===== src/rtl/quad_encoder_sim_if.sv =====
// Control and observation bundle of the quadrature encoder simulator.
// The master drives run control; the slave (the simulator) drives the encoder lines.
interface quad_encoder_sim_if #(
  parameter int CNT_W = 16,
  parameter int DIV_W = 16
);
  logic             Start;
  logic             Stop;
  logic             Continuous;
  logic             Dir;
  logic [DIV_W-1:0] Div;
  logic             Aout;
  logic             Bout;
  logic             Zout;
  logic             Busy;
  logic [CNT_W-1:0] Pos;
  logic             RevDone;

  modport master (
    output Start, Stop, Continuous, Dir, Div,
    input  Aout, Bout, Zout, Busy, Pos, RevDone
  );

  modport slave (
    input  Start, Stop, Continuous, Dir, Div,
    output Aout, Bout, Zout, Busy, Pos, RevDone
  );
endinterface


===== src/rtl/quad_encoder_sim.sv =====
// Incremental encoder simulator: quadrature A/B plus Z index at a programmable
// step rate, forward or reverse, single revolution or continuous until stopped.
module quad_encoder_sim #(
  parameter int PPR   = 2048,
  parameter int CNT_W = 16,
  parameter int DIV_W = 16
) (
  input  logic              Clk,
  input  logic              nRst,
  quad_encoder_sim_if.slave bus
);

  typedef enum logic [0:0] {
    ST_IDLE = 1'b0,
    ST_RUN  = 1'b1
  } state_t;

  localparam logic [CNT_W-1:0] POS_MAX   = CNT_W'(PPR - 1);
  localparam logic [CNT_W-1:0] POS_ZERO  = {CNT_W{1'b0}};
  localparam logic [CNT_W-1:0] POS_ONE   = {{(CNT_W-1){1'b0}}, 1'b1};
  localparam logic [DIV_W-1:0] TMR_ZERO  = {DIV_W{1'b0}};
  localparam logic [DIV_W-1:0] TMR_ONE   = {{(DIV_W-1){1'b0}}, 1'b1};

  state_t           r_state, w_state_nxt;
  logic [1:0]       r_q, w_q_nxt, w_q_step;
  logic [DIV_W-1:0] r_timer, w_timer_nxt;
  logic [DIV_W-1:0] r_div, w_div_nxt;
  logic [CNT_W-1:0] r_pos, w_pos_nxt, w_pos_step;
  logic             r_dir, w_dir_nxt;
  logic             r_start_prev, w_start_evt, w_index;
  logic             r_a, r_b, r_z, r_busy, r_rev_done;
  logic             w_a_nxt, w_b_nxt, w_z_nxt, w_busy_nxt, w_rev_nxt;
  logic [1:0]       w_ab_step;

  // Gray-coded AB pattern for each quadrature index (A leads B going forward)
  function automatic logic [1:0] ab_decode(input logic [1:0] q);
    case (q)
      2'd0:    ab_decode = 2'b00;
      2'd1:    ab_decode = 2'b10;
      2'd2:    ab_decode = 2'b11;
      2'd3:    ab_decode = 2'b01;
      default: ab_decode = 2'b00;
    endcase
  endfunction

  // Quadrature index and position after one step in the latched direction
  always_comb begin
    w_q_step   = r_q;
    w_pos_step = r_pos;
    if (r_dir == 1'b0) begin
      w_q_step = r_q + 2'd1;
      if (r_q == 2'd3) begin
        if (r_pos == POS_MAX) begin
          w_pos_step = POS_ZERO;
        end else begin
          w_pos_step = r_pos + POS_ONE;
        end
      end else begin
        w_pos_step = r_pos;
      end
    end else begin
      w_q_step = r_q - 2'd1;
      if (r_q == 2'd0) begin
        if (r_pos == POS_ZERO) begin
          w_pos_step = POS_MAX;
        end else begin
          w_pos_step = r_pos - POS_ONE;
        end
      end else begin
        w_pos_step = r_pos;
      end
    end
    w_index   = (w_pos_step == POS_ZERO) && (w_q_step == 2'd0);
    w_ab_step = ab_decode(w_q_step);
  end

  // Next-state and registered-output logic for the IDLE/RUN controller
  always_comb begin
    w_state_nxt = r_state;
    w_q_nxt     = r_q;
    w_timer_nxt = r_timer;
    w_pos_nxt   = r_pos;
    w_div_nxt   = r_div;
    w_dir_nxt   = r_dir;
    w_a_nxt     = r_a;
    w_b_nxt     = r_b;
    w_z_nxt     = r_z;
    w_busy_nxt  = r_busy;
    w_rev_nxt   = 1'b0;
    w_start_evt = bus.Start & ~r_start_prev;

    case (r_state)
      ST_IDLE: begin
        if (w_start_evt && !bus.Stop) begin
          w_state_nxt = ST_RUN;
          w_q_nxt     = 2'd0;
          w_timer_nxt = TMR_ZERO;
          w_pos_nxt   = POS_ZERO;
          w_div_nxt   = bus.Div;
          w_dir_nxt   = bus.Dir;
          w_a_nxt     = 1'b0;
          w_b_nxt     = 1'b0;
          w_z_nxt     = 1'b1;
          w_busy_nxt  = 1'b1;
        end else begin
          w_a_nxt    = 1'b0;
          w_b_nxt    = 1'b0;
          w_z_nxt    = 1'b0;
          w_busy_nxt = 1'b0;
        end
      end
      ST_RUN: begin
        // A single run ends on the edge right after its RevDone cycle
        if (bus.Stop || (r_rev_done && !bus.Continuous)) begin
          w_state_nxt = ST_IDLE;
          w_a_nxt     = 1'b0;
          w_b_nxt     = 1'b0;
          w_z_nxt     = 1'b0;
          w_busy_nxt  = 1'b0;
        end else if (r_timer == r_div) begin
          w_timer_nxt = TMR_ZERO;
          w_q_nxt     = w_q_step;
          w_pos_nxt   = w_pos_step;
          w_a_nxt     = w_ab_step[1];
          w_b_nxt     = w_ab_step[0];
          w_z_nxt     = w_index;
          w_rev_nxt   = w_index;
        end else begin
          w_timer_nxt = r_timer + TMR_ONE;
        end
      end
      default: begin
        w_state_nxt = ST_IDLE;
        w_a_nxt     = 1'b0;
        w_b_nxt     = 1'b0;
        w_z_nxt     = 1'b0;
        w_busy_nxt  = 1'b0;
      end
    endcase
  end

  // State and output registers
  always_ff @(posedge Clk or negedge nRst) begin
    if (!nRst) begin
      r_state      <= ST_IDLE;
      r_q          <= 2'd0;
      r_timer      <= TMR_ZERO;
      r_pos        <= POS_ZERO;
      r_div        <= TMR_ZERO;
      r_dir        <= 1'b0;
      r_start_prev <= 1'b0;
      r_a          <= 1'b0;
      r_b          <= 1'b0;
      r_z          <= 1'b0;
      r_busy       <= 1'b0;
      r_rev_done   <= 1'b0;
    end else begin
      r_state      <= w_state_nxt;
      r_q          <= w_q_nxt;
      r_timer      <= w_timer_nxt;
      r_pos        <= w_pos_nxt;
      r_div        <= w_div_nxt;
      r_dir        <= w_dir_nxt;
      r_start_prev <= bus.Start;
      r_a          <= w_a_nxt;
      r_b          <= w_b_nxt;
      r_z          <= w_z_nxt;
      r_busy       <= w_busy_nxt;
      r_rev_done   <= w_rev_nxt;
    end
  end

  assign bus.Aout    = r_a;
  assign bus.Bout    = r_b;
  assign bus.Zout    = r_z;
  assign bus.Busy    = r_busy;
  assign bus.Pos     = r_pos;
  assign bus.RevDone = r_rev_done;

endmodule


===== src/flat_wrapper.sv =====
// flat-port wrapper written by rule: the top's interface ports become plain ports
module quad_encoder_sim_flat 
#(
  parameter int PPR   = 2048,
  parameter int CNT_W = 16,
  parameter int DIV_W = 16
)
  (Clk, nRst, bus_Start, bus_Stop, bus_Continuous, bus_Dir, bus_Div, bus_Aout, bus_Bout, bus_Zout, bus_Busy, bus_Pos, bus_RevDone);
  quad_encoder_sim_if #(.CNT_W(CNT_W), .DIV_W(DIV_W)) bus_i ();
  input  logic Clk;
  input  logic nRst;
  input wire logic [$bits(bus_i.Start)-1:0] bus_Start;
  input wire logic [$bits(bus_i.Stop)-1:0] bus_Stop;
  input wire logic [$bits(bus_i.Continuous)-1:0] bus_Continuous;
  input wire logic [$bits(bus_i.Dir)-1:0] bus_Dir;
  input wire logic [$bits(bus_i.Div)-1:0] bus_Div;
  output wire logic [$bits(bus_i.Aout)-1:0] bus_Aout;
  output wire logic [$bits(bus_i.Bout)-1:0] bus_Bout;
  output wire logic [$bits(bus_i.Zout)-1:0] bus_Zout;
  output wire logic [$bits(bus_i.Busy)-1:0] bus_Busy;
  output wire logic [$bits(bus_i.Pos)-1:0] bus_Pos;
  output wire logic [$bits(bus_i.RevDone)-1:0] bus_RevDone;
  assign bus_i.Start = bus_Start;
  assign bus_i.Stop = bus_Stop;
  assign bus_i.Continuous = bus_Continuous;
  assign bus_i.Dir = bus_Dir;
  assign bus_i.Div = bus_Div;
  assign bus_Aout = bus_i.Aout;
  assign bus_Bout = bus_i.Bout;
  assign bus_Zout = bus_i.Zout;
  assign bus_Busy = bus_i.Busy;
  assign bus_Pos = bus_i.Pos;
  assign bus_RevDone = bus_i.RevDone;
  quad_encoder_sim #(.PPR(PPR), .CNT_W(CNT_W), .DIV_W(DIV_W)) u_core (.Clk(Clk), .nRst(nRst), .bus(bus_i));
endmodule

===== config.mk =====
export PLATFORM = sky130hd
export DESIGN_NAME = quad_encoder_sim_flat
export DESIGN_NICKNAME = d
export VERILOG_FILES = /design/src/rtl/quad_encoder_sim_if.sv /design/src/rtl/quad_encoder_sim.sv /design/src/flat_wrapper.sv
export SDC_FILE = /design/constraint.sdc
export NUM_CORES = 1
export LEC_CHECK = 0
export ABC_CLOCK_PERIOD_IN_PS = 2800
export BUFFER_PORTS_ARGS = -buffer_cell sky130_fd_sc_hd__buf_2
export CAP_MARGIN = 20
export CORE_MARGIN = 10
export CORE_UTILIZATION = 55
export CTS_BUF_LIST = sky130_fd_sc_hd__clkbuf_4 sky130_fd_sc_hd__clkbuf_8
export DETAILED_ROUTE_END_ITERATION = 16
export GPL_TIMING_DRIVEN = 0
export PLACE_DENSITY = 0.87
export SLEW_MARGIN = 20
export SYNTH_ARGS = -nofsm -noshare
export SYNTH_HDL_FRONTEND = slang
export SYNTH_SLANG_ARGS = --single-unit

===== constraint.sdc =====
create_clock -name Clk -period 2.8 [get_ports Clk]
set_input_delay 0.14 -clock Clk [delete_from_list [all_inputs] [get_ports Clk]]
set_output_delay 0.14 -clock Clk [all_outputs]
set_load 0.1 [all_outputs]

==> impl_metrics.py, run 1 <==
metrics = {
    "power_and_ir_drop": {
        "irDropWorstVdd_v": 0.000418,
        "p_per_area_nw_per_um2": 753,
        "leakage_uw": 0.00213,
    },
    "cts": {
        "path_clk_slew_ps": 70,
        "cts-root-buf": "clkbuf_8",
        "numCtsBuffers": 9,
        "cts_tree": "done",
        "cts_num_sinks": 58,
        "cts_buffer_depth": 2,
        "htreeDepth": 3,
        "clk_latency_ps": 340,
    },
    "layout": {
        "layout.nets": 536,
        "multi_input_area_um2": 2420,
        "post-route-util_pct": 67.4,
        "final_common_cell": "nand2_1",
        "design_area_um2": 4840,
        "num-fill-cells": 574,
        "diodes": 0,
        "area_growth_pct": 20.9,
        "seq_area_um2": 1470,
        "final_cells": 612,
        "final_cell_mix": "50 x nand2_1, 44 x buf_2, 42 x dfrtp_1, 32 x nor2_1",
        "drive_above_1_share_pct": 33.7,
    },
    "floorplan": {
        "start_util_pct": 55.7,
        "core-area_um2": 7180,
        "floorplan.die.height_um": 105,
        "num_io_pins": 43,
        "die_x_um": 105,
        "rows": 31,
        "die_area_um2": 11100,
    },
    "synth": {
        "async_flop_share_pct": 100,
        "synth_warnings": 0,
        "syn_nets": 465,
        "synth_cells": 437,
        "ys.flop_type": "dfrtp_1",
        "synth-seq-cells": 58,
        "synth_edf_count": 0,
        "yosysSeqAreaShare_pct": 36.3,
        "synth.distinct_cells": 75,
        "syn_avg_cell_area_um2": 9.15,
        "netlist_area_um2": 4000,
    },
    "routing": {
        "ant_nets": 0,
        "drt-initial-drc-count": 291,
        "wl_per_cell_um": 19.5,
        "wl_um": 12000,
        "drc": 0,
        "vias": 3921,
        "viasPerCell": 6.41,
        "firstDrtPassIters": 6,
    },
    "grt": {
        "grt_start_max_net_pins": 59,
        "antenna_found_initial": 0,
        "overflow": 0,
        "grt_pass1_vias": 3798,
        "grt_pass1_wl_um": 19500,
        "grt.total_usage_pct": 21.3,
    },
    "placement": {
        "post-dp-hpwl_um": 8590,
        "dpl_cell_area_um2": 4360,
        "pre_cts_slack_ps": -319,
        "gp_congestion": 0.947,
        "port_buffers": 42,
        "dp_cells": 578,
    },
    "worst_setup_path": {
        "critical_path_class": "reg -> reg",
        "worst_ep_required_time_ps": 3050,
        "path_max_fanout": 8,
        "startpoint_type": "flip-flop",
        "ff2ff_path_depth": 10,
        "crit_arrival_ps": 3130,
        "endpoint_kind": "flip-flop",
    },
    "run_status": {
        "outcome": "finished with violations",
        "violations": "negative setup slack",
    },
    "sta": {
        "finalHoldViolations": 0,
        "finalSetupViolations": 2,
        "period_needed_ps": 2890,
        "fmax_ghz": 0.347,
        "fin_skew_ps": 12.1,
        "tightest_slew_ps": 820,
        "timing.final.crit_share_pct": 103,
        "fin_ws_ps": -85.3,
        "rsz0062_at_grt": "yes",
        "finalSetupTns_ps": -126,
        "slew_headroom_pct": 44.8,
        "drv_slew": 0,
    },
    "flow_run": {
        "maxCapViolations": 0,
    },
    "worst_hold_path": {
        "hp-class": "in -> reg",
        "worstHoldPathCells": 2,
    },
}
[logic make-up (layout without fill, tap and decap cells)]
group / after synthesis / after routing / synth area share [%]
AO/OA/AOI/OAI: 98 / 98 / 17.2
XOR/XNOR: 30 / 30 / 6.57
adder cells (fa/ha/maj): 6 / 6 / 1.88
buffers and inverters: 43 / 119 / 7.01
flip-flops: 58 / 58 / 36.3
multiplexers: 21 / 21 / 5.82
AND/OR/NAND/NOR: 181 / 181 / 25.3
[synthesized netlist by cell type, types with 2 or more instances]
cell / instances / area share [%]
a2111oi_0: 2 / 0.44
a211oi_1: 2 / 0.38
a21oi_1: 15 / 1.9
a221oi_1: 3 / 0.66
a2bb2oi_1: 3 / 0.66
a311oi_1: 3 / 0.66
a31oi_1: 4 / 0.63
a41oi_1: 3 / 0.66
and2_1: 2 / 0.31
and3_1: 8 / 1.3
and4_1: 3 / 0.66
and4_2: 2 / 0.50
buf_2: 3 / 0.38
buf_4: 2 / 0.38
buf_6: 9 / 2.5
clkbuf_1: 15 / 1.4
clkbuf_8: 4 / 1.4
dfrtp_1: 58 / 36
ha_1: 6 / 1.9
inv_1: 10 / 0.94
mux2_2: 18 / 5.1
mux2i_1: 3 / 0.75
nand2_1: 52 / 4.9
nand2b_1: 5 / 0.78
nand3_1: 13 / 1.6
nand3b_1: 2 / 0.38
nand4_1: 18 / 2.8
nor2_1: 33 / 3.1
nor3_1: 6 / 0.75
nor3_2: 2 / 0.50
nor3b_1: 2 / 0.38
nor4_1: 12 / 1.9
nor4_2: 3 / 0.94
nor4_4: 2 / 1.1
o21ai_0: 28 / 3.5
o22a_1: 2 / 0.44
o22ai_1: 3 / 0.47
o31ai_1: 5 / 0.94
o41ai_1: 3 / 0.66
or4_1: 5 / 0.94
xnor2_1: 3 / 0.66
xor2_1: 27 / 5.9
[registers in the layout, summed over array words and instances, names as in the netlist]
signal and cells:
u_core.bus.Pos 16, u_core.r_div 16, u_core.r_timer 16, u_core.r_q 2
u_core.bus.Aout 1, u_core.bus.Bout 1, u_core.bus.Busy 1, u_core.bus.RevDone 1
u_core.bus.Zout 1, u_core.r_dir 1, u_core.r_start_prev 1, u_core.r_state 1
[timing repair]
action / in CTS / in global routing
setup endpoints to repair: 12 / 28
pin swaps: 12 / 4
buffers inserted: 9 / 8
hold buffers: 3 / 0
hold endpoints to repair: 60 / 0
gates resized for setup: 22 / 15
[metal layers]
layer  track usage [%]  part of all wire, %
met1              25.8                   39
met2              34.9                   48
met3              3.90                  8.2
met4              12.4                  4.7
met5                 0                    0
[worst max-delay path: stages (launching register included)]
cell	delay (ps)
dfrtp_2	400
buf_4	180
nor4_4	300
buf_4	200
and4_2	290
a21oi_1	230
a221oi_1	350
a21oi_1	130
nor4_2	310
nand4_1	220
a31oi_1	190
[metrics by stage]
stage | hold WS, ps | power (uW)
floorplan | -156 | 2310
global placement | 263 | 2690
detailed placement | 246 | 2710
CTS | 22.8 | 3530
global route | 27.9 | 3820
finish | 32.5 | 3640
[area by class of cell]
class	instances	share of cell area, %
Clock inverter	3	0.310
Sequential cell	58	30.5
Multi-Input combinational cell	336	50.1
Timing Repair Buffer	62	7.66
Tap cell	99	2.56
Buffer	31	4.86
Clock buffer	13	3.31
Inverter	10	0.776
[path summary, 6_finish.rpt]
path	startpoint	end	slack, ps
setup reg to reg	u_core.bus.Pos[2]	u_core.bus.Zout	-90
max in group asynchronous	nRst	u_core.bus.Pos[0]	1830
min in group asynchronous	nRst	u_core.r_timer[11]	400
setup / recovery	u_core.bus.Pos[2]	u_core.bus.Zout	-90
hold reg to reg	u_core.bus.Busy	u_core.bus.Busy	480
hold / removal	bus_Div[0]	u_core.r_div[0]	30
[where the power goes]
group          internal, uW  total (uW)  switching (uW)
Sequential              953        1080             130
Combinational           671        1870            1200
Clock                   370         695             325
Power figures use the tool's default switching activity.
==> run 2: changes to the inputs <==
Settings changed: CORE_ASPECT_RATIO from default to 1.2.
==> impl_metrics.py, run 2 (same netlist as run 1, synthesis figures left out) <==
metrics = {
    "sta": {
        "finalSetupViolations": 2,
        "finalSetupTns_ps": -178,
        "drv_slew": 0,
        "fmax_ghz": 0.341,
        "period_needed_ps": 2930,
        "rsz0062_at_grt": "yes",
        "timing.final.crit_share_pct": 105,
        "finalHoldViolations": 0,
        "tightest_slew_ps": 711,
        "fin_ws_ps": -130,
        "holdWs_ps": 20.1,
        "slew_headroom_pct": 52.6,
        "fin_skew_ps": 10.3,
    },
    "routing": {
        "viasPerCell": 6.56,
        "wl_um": 12500,
        "vias": 3992,
        "ant_nets": 0,
        "firstDrtPassIters": 5,
        "drt-initial-drc-count": 284,
        "wl_per_cell_um": 20.5,
        "drc": 0,
    },
    "cts": {
        "clk_latency_ps": 340,
        "cts_num_sinks": 58,
        "path_clk_slew_ps": 70,
        "cts_tree": "done",
        "numCtsBuffers": 9,
        "cts-root-buf": "clkbuf_8",
        "htreeDepth": 3,
        "cts_buffer_depth": 2,
    },
    "worst_setup_path": {
        "critical_path_class": "reg -> reg",
        "path_max_fanout": 6,
        "ff2ff_path_depth": 12,
        "endpoint_kind": "flip-flop",
        "startpoint_type": "flip-flop",
        "crit_arrival_ps": 3180,
        "worst_ep_required_time_ps": 3050,
    },
    "layout": {
        "final_cell_mix": "52 x nand2_1, 43 x buf_2, 42 x dfrtp_1, 33 x nor2_1, 28 x o21ai_0",
        "diodes": 0,
        "num-fill-cells": 580,
        "drive_above_1_share_pct": 34.5,
        "area_growth_pct": 24.3,
        "final_common_cell": "nand2_1",
        "seq_area_um2": 1470,
        "multi_input_area_um2": 2450,
        "layout.nets": 542,
    },
    "power_and_ir_drop": {
        "pwr-share-comb_pct": 50.9,
        "clkPwrFrac_pct": 21.5,
        "seqPwrFrac_pct": 27.6,
        "irDropWorstVdd_v": 0.000546,
        "switchingPower_uw": 1710,
        "leakage_uw": 0.00219,
        "netSwitchingFraction_pct": 43.6,
        "power.internal_uw": 2220,
        "power_uw": 3930,
        "p_per_area_nw_per_um2": 791,
    },
    "grt": {
        "overflow": 0,
        "antenna_found_initial": 0,
        "grt_start_max_net_pins": 59,
        "grt.total_usage_pct": 21.8,
        "grt_pass1_vias": 4080,
        "grt_pass1_wl_um": 20200,
    },
    "floorplan": {
        "num_io_pins": 43,
        "core-area_um2": 7150,
        "die_area_um2": 11100,
        "start_util_pct": 56.0,
        "rows": 34,
        "die_x_um": 97.9,
        "floorplan.die.height_um": 113,
    },
    "placement": {
        "post-dp-hpwl_um": 8690,
        "port_buffers": 42,
        "gp_congestion": 1.03,
    },
    "worst_hold_path": {
        "hp-class": "in -> reg",
        "worstHoldPathCells": 3,
    },
    "flow_run": {
        "maxCapViolations": 0,
    },
    "run_status": {
        "violations": "negative setup slack",
        "outcome": "finished with violations",
    },
}
==> run 2: area by class of cell <==
| cell class | instances | area share, % |
|---|---|---|
| Timing Repair Buffer | 68 | 8.38 |
| Inverter | 10 | 0.956 |
| Buffer | 31 | 5.03 |
| Tap cell | 90 | 2.27 |
| Multi-Input combinational cell | 336 | 49.3 |
| Clock inverter | 6 | 1.61 |
| Sequential cell | 58 | 29.7 |
| Clock buffer | 10 | 2.77 |
==> run 2: power by group through the flow <==
stage          Clock, uW  Combinational, uW  Sequential (uW)
3_5_place_dp           0               1630             1090
3_3_place_gp           0               1600             1080
4_1_cts              864               1760             1080
6_report             847               2000             1090
2_1_floorplan          0                975             1340
5_1_grt              890               2120             1100
==> run 2: layer usage <==
layer / part of all wire (%) / up-vias / wire length (um) / GRT usage, %
met4: 5.7 / 0 / 706 / 15.5
met1: 37 / 1904 / 4580 / 24.0
met3: 7.2 / 62 / 895 / 4.11
met5: 0 / - / 0 / 0
li1: - / 1784 / - / -
met2: 50 / 242 / 6300 / 37.0
==> run 2: stage by stage <==
stage | utilization, % | setup WS [ps] | instances | area, um^2
floorplan | - | 2.06 | 437 | 4020
global placement | 60.8 | -336 | 569 | 4350
detailed placement | 60.8 | -359 | 569 | 4350
CTS | 66.7 | -41.8 | 598 | 4760
global route | 69.6 | -200 | 609 | 4970
finish | 69.6 | -130 | 609 | 4970
==> run 2: path summary, 6_finish.rpt <==
check | end | from | slack, ps
setup / recovery | u_core.bus.Zout | u_core.bus.Pos[0] | -130
hold / removal | u_core.r_dir | bus_Dir | 20
setup reg to reg | u_core.bus.Zout | u_core.bus.Pos[0] | -130
hold reg to reg | u_core.bus.Busy | u_core.bus.Busy | 500
max in group asynchronous | u_core.bus.Pos[0] | nRst | 1860
min in group asynchronous | u_core.r_div[8] | nRst | 390
==> run 2: critical path, stage by stage (launching register included) <==
cell and delay (ps):
dfrtp_4 490, buf_8 150, inv_8 50, ha_4 110, or3b_4 410, buf_6 140
nor3_4 220, a311oi_2 140, o31ai_2 120, nand4_1 170, nor4_2 400, nand4_1 230
a31oi_1 210
==> run 2: timing repair <==
action,4_1_cts,5_1_grt
endpoints found under the hold margin,59,0
hold buffers,2,0
setup buffers,13,11
resized for setup,21,29
cloned,0,0
pin swaps,11,9
endpoints found under the setup margin,26,2
==> run 3: changes to the inputs <==
Settings changed: ABC_CLOCK_PERIOD_IN_PS 2800 to default, REMOVE_ABC_BUFFERS from default to 1, SLEW_MARGIN 20 to default.
==> impl_metrics.py, run 3 (same netlist as run 1, synthesis figures left out) <==
metrics = {
    "worst_setup_path": {
        "startpoint_type": "flip-flop",
        "path_max_fanout": 19,
        "reg2reg_to": "u_core.bus.Zout",
        "crit_arrival_ps": 3190,
        "ff2ff_path_depth": 10,
        "r2r_setup_slack_ps": -130,
        "critical_path_class": "reg -> reg",
        "cp_slowest_cell": "dfrtp_4",
        "worst_ep_required_time_ps": 3050,
        "r2r_start": "u_core.r_q[0]",
        "path_cells": "nand4_1 > buf_4 > buf_4 > nor4_1 > a311oi_1 > o31ai_1 > nand4_1 > nor4_4 > nand4_1 > a31oi_1",
        "endpoint_kind": "flip-flop",
        "crit_path_frequent_cell": "nand4_1",
        "crit_path_max_incr_delay_ps": 580,
    },
    "sta": {
        "slew_headroom_pct": 53.8,
        "period_needed_ps": 2930,
        "timing.final.crit_share_pct": 105,
        "fin_ws_ps": -132,
        "fin_skew_ps": 15.3,
        "finalHoldViolations": 0,
        "finalSetupViolations": 2,
        "rsz0062_at_grt": "yes",
        "finalSetupTns_ps": -199,
        "tightest_slew_ps": 694,
        "drv_slew": 0,
        "fmax_ghz": 0.341,
    },
    "cts": {
        "path_clk_slew_ps": 70,
        "cts_num_sinks": 58,
        "htreeDepth": 3,
        "numCtsBuffers": 9,
        "cts-root-buf": "clkbuf_8",
        "cts_buffer_depth": 2,
        "cts_tree": "done",
        "clk_latency_ps": 340,
    },
    "power_and_ir_drop": {
        "leakage_uw": 0.00213,
        "p_per_area_nw_per_um2": 769,
        "pwr-share-comb_pct": 45.8,
        "power.internal_uw": 2090,
        "clkPwrFrac_pct": 22.0,
        "switchingPower_uw": 1590,
        "netSwitchingFraction_pct": 43.1,
        "seqPwrFrac_pct": 32.2,
        "irDropWorstVdd_v": 0.000517,
    },
    "routing": {
        "vias": 3804,
        "drc": 0,
        "wl_per_cell_um": 19.3,
        "drt-initial-drc-count": 409,
        "viasPerCell": 6.44,
        "ant_nets": 0,
        "wl_um": 11400,
        "firstDrtPassIters": 4,
    },
    "floorplan": {
        "floorplan.die.height_um": 113,
        "rows": 34,
        "die_area_um2": 11100,
        "start_util_pct": 56.0,
        "num_io_pins": 43,
        "die_x_um": 97.9,
        "core-area_um2": 7150,
    },
    "placement": {
        "port_buffers": 42,
        "post-dp-hpwl_um": 7580,
        "dp_cells": 539,
        "gp_congestion": 0.930,
        "pre_cts_slack_ps": -509,
    },
    "grt": {
        "antenna_found_initial": 0,
        "grt_pass1_vias": 3642,
        "grt.total_usage_pct": 19.4,
        "grt_start_max_net_pins": 34,
        "overflow": 0,
        "grt_pass1_wl_um": 18100,
    },
    "layout": {
        "final_cell_mix": "50 x nand2_1, 42 x buf_2, 41 x dfrtp_1, 34 x buf_4, 33 x nor2_1",
        "diodes": 0,
        "final_common_cell": "nand2_1",
        "seq_area_um2": 1480,
        "layout.nets": 525,
        "multi_input_area_um2": 2400,
        "num-fill-cells": 560,
        "area_growth_pct": 19.7,
        "drive_above_1_share_pct": 33.5,
        "final_cells": 591,
    },
    "flow_run": {
        "maxCapViolations": 0,
    },
    "worst_hold_path": {
        "hold_path_end": "u_core.r_dir",
        "worstHoldPathCells": 3,
        "holdCritStartpoint": "bus_Dir",
        "hp-class": "in -> reg",
    },
    "run_status": {
        "violations": "negative setup slack",
        "outcome": "finished with violations",
    },
}
run 3: power groups by stage:
stage | combinational [uW] | sequential (uW) | clock (uW)
2_1_floorplan | 803 | 1410 | 0
3_3_place_gp | 1340 | 1200 | 0
3_5_place_dp | 1360 | 1200 | 0
4_1_cts | 1470 | 1180 | 822
5_1_grt | 1810 | 1200 | 864
6_report | 1680 | 1190 | 812
run 3: what timing repair did:
item / 4_1_cts / 5_1_grt
resized for setup: 23 / 22
buffers inserted: 15 / 20
setup endpoints to repair: 11 / 20
endpoints found under the hold margin: 28 / 0
pin swaps: 9 / 14
hold buffers: 2 / 0
run 3: area by class of cell:
cell class              instances  share of cell area [%]
well taps                      90                    2.35
multi-input cells             336                    50.2
clock buffers                  13                    3.61
clock inverters                 2                   0.732
inverters                      10                   0.784
flip-flops and latches         58                    30.9
repair buffers                 82                    11.4
run 3: metal layers:
layer  up-vias  wire [um]  global-route usage [%]
li1       1749          -                       -
met1      1823       4420                    22.2
met2       191       5760                    33.3
met3        41        686                    3.51
met4         0        518                    11.2
met5         -          0                       0
run 3: worst max path at each step:
stage	slack, ps	startpoint	to
CTS	-50	u_core.bus.Pos[11]	u_core.bus.Zout
floorplan	-1330	u_core.r_state	u_core.bus.Pos[5]
global placement	-2900	u_core.r_state	u_core.bus.Pos[13]
finish	-130	u_core.r_q[0]	u_core.bus.Zout
detailed placement	-510	u_core.bus.Pos[1]	u_core.bus.Zout
global route	-160	u_core.r_q[0]	u_core.bus.Zout
run 3: worst max-delay path, delay by kind of cell, from the launching register on:
| family | cells | cell delay, ps |
|---|---|---|
| buffers and inverters | 2 | 370 |
| AO/OA/AOI/OAI | 3 | 440 |
| flip-flops | 1 | 580 |
| AND/OR/NAND/NOR | 5 | 1440 |
run 3: through the flow:
stage	instance area, um^2	hold WS, ps	total power (uW)	util (%)
after floorplan	3760	-156	2210	-
after global placement	4080	261	2530	57.1
after detailed placement	4120	200	2570	57.7
after CTS	4540	5.21	3470	63.5
after global routing	4790	20.7	3880	67.0
final	4790	16.5	3680	67.0
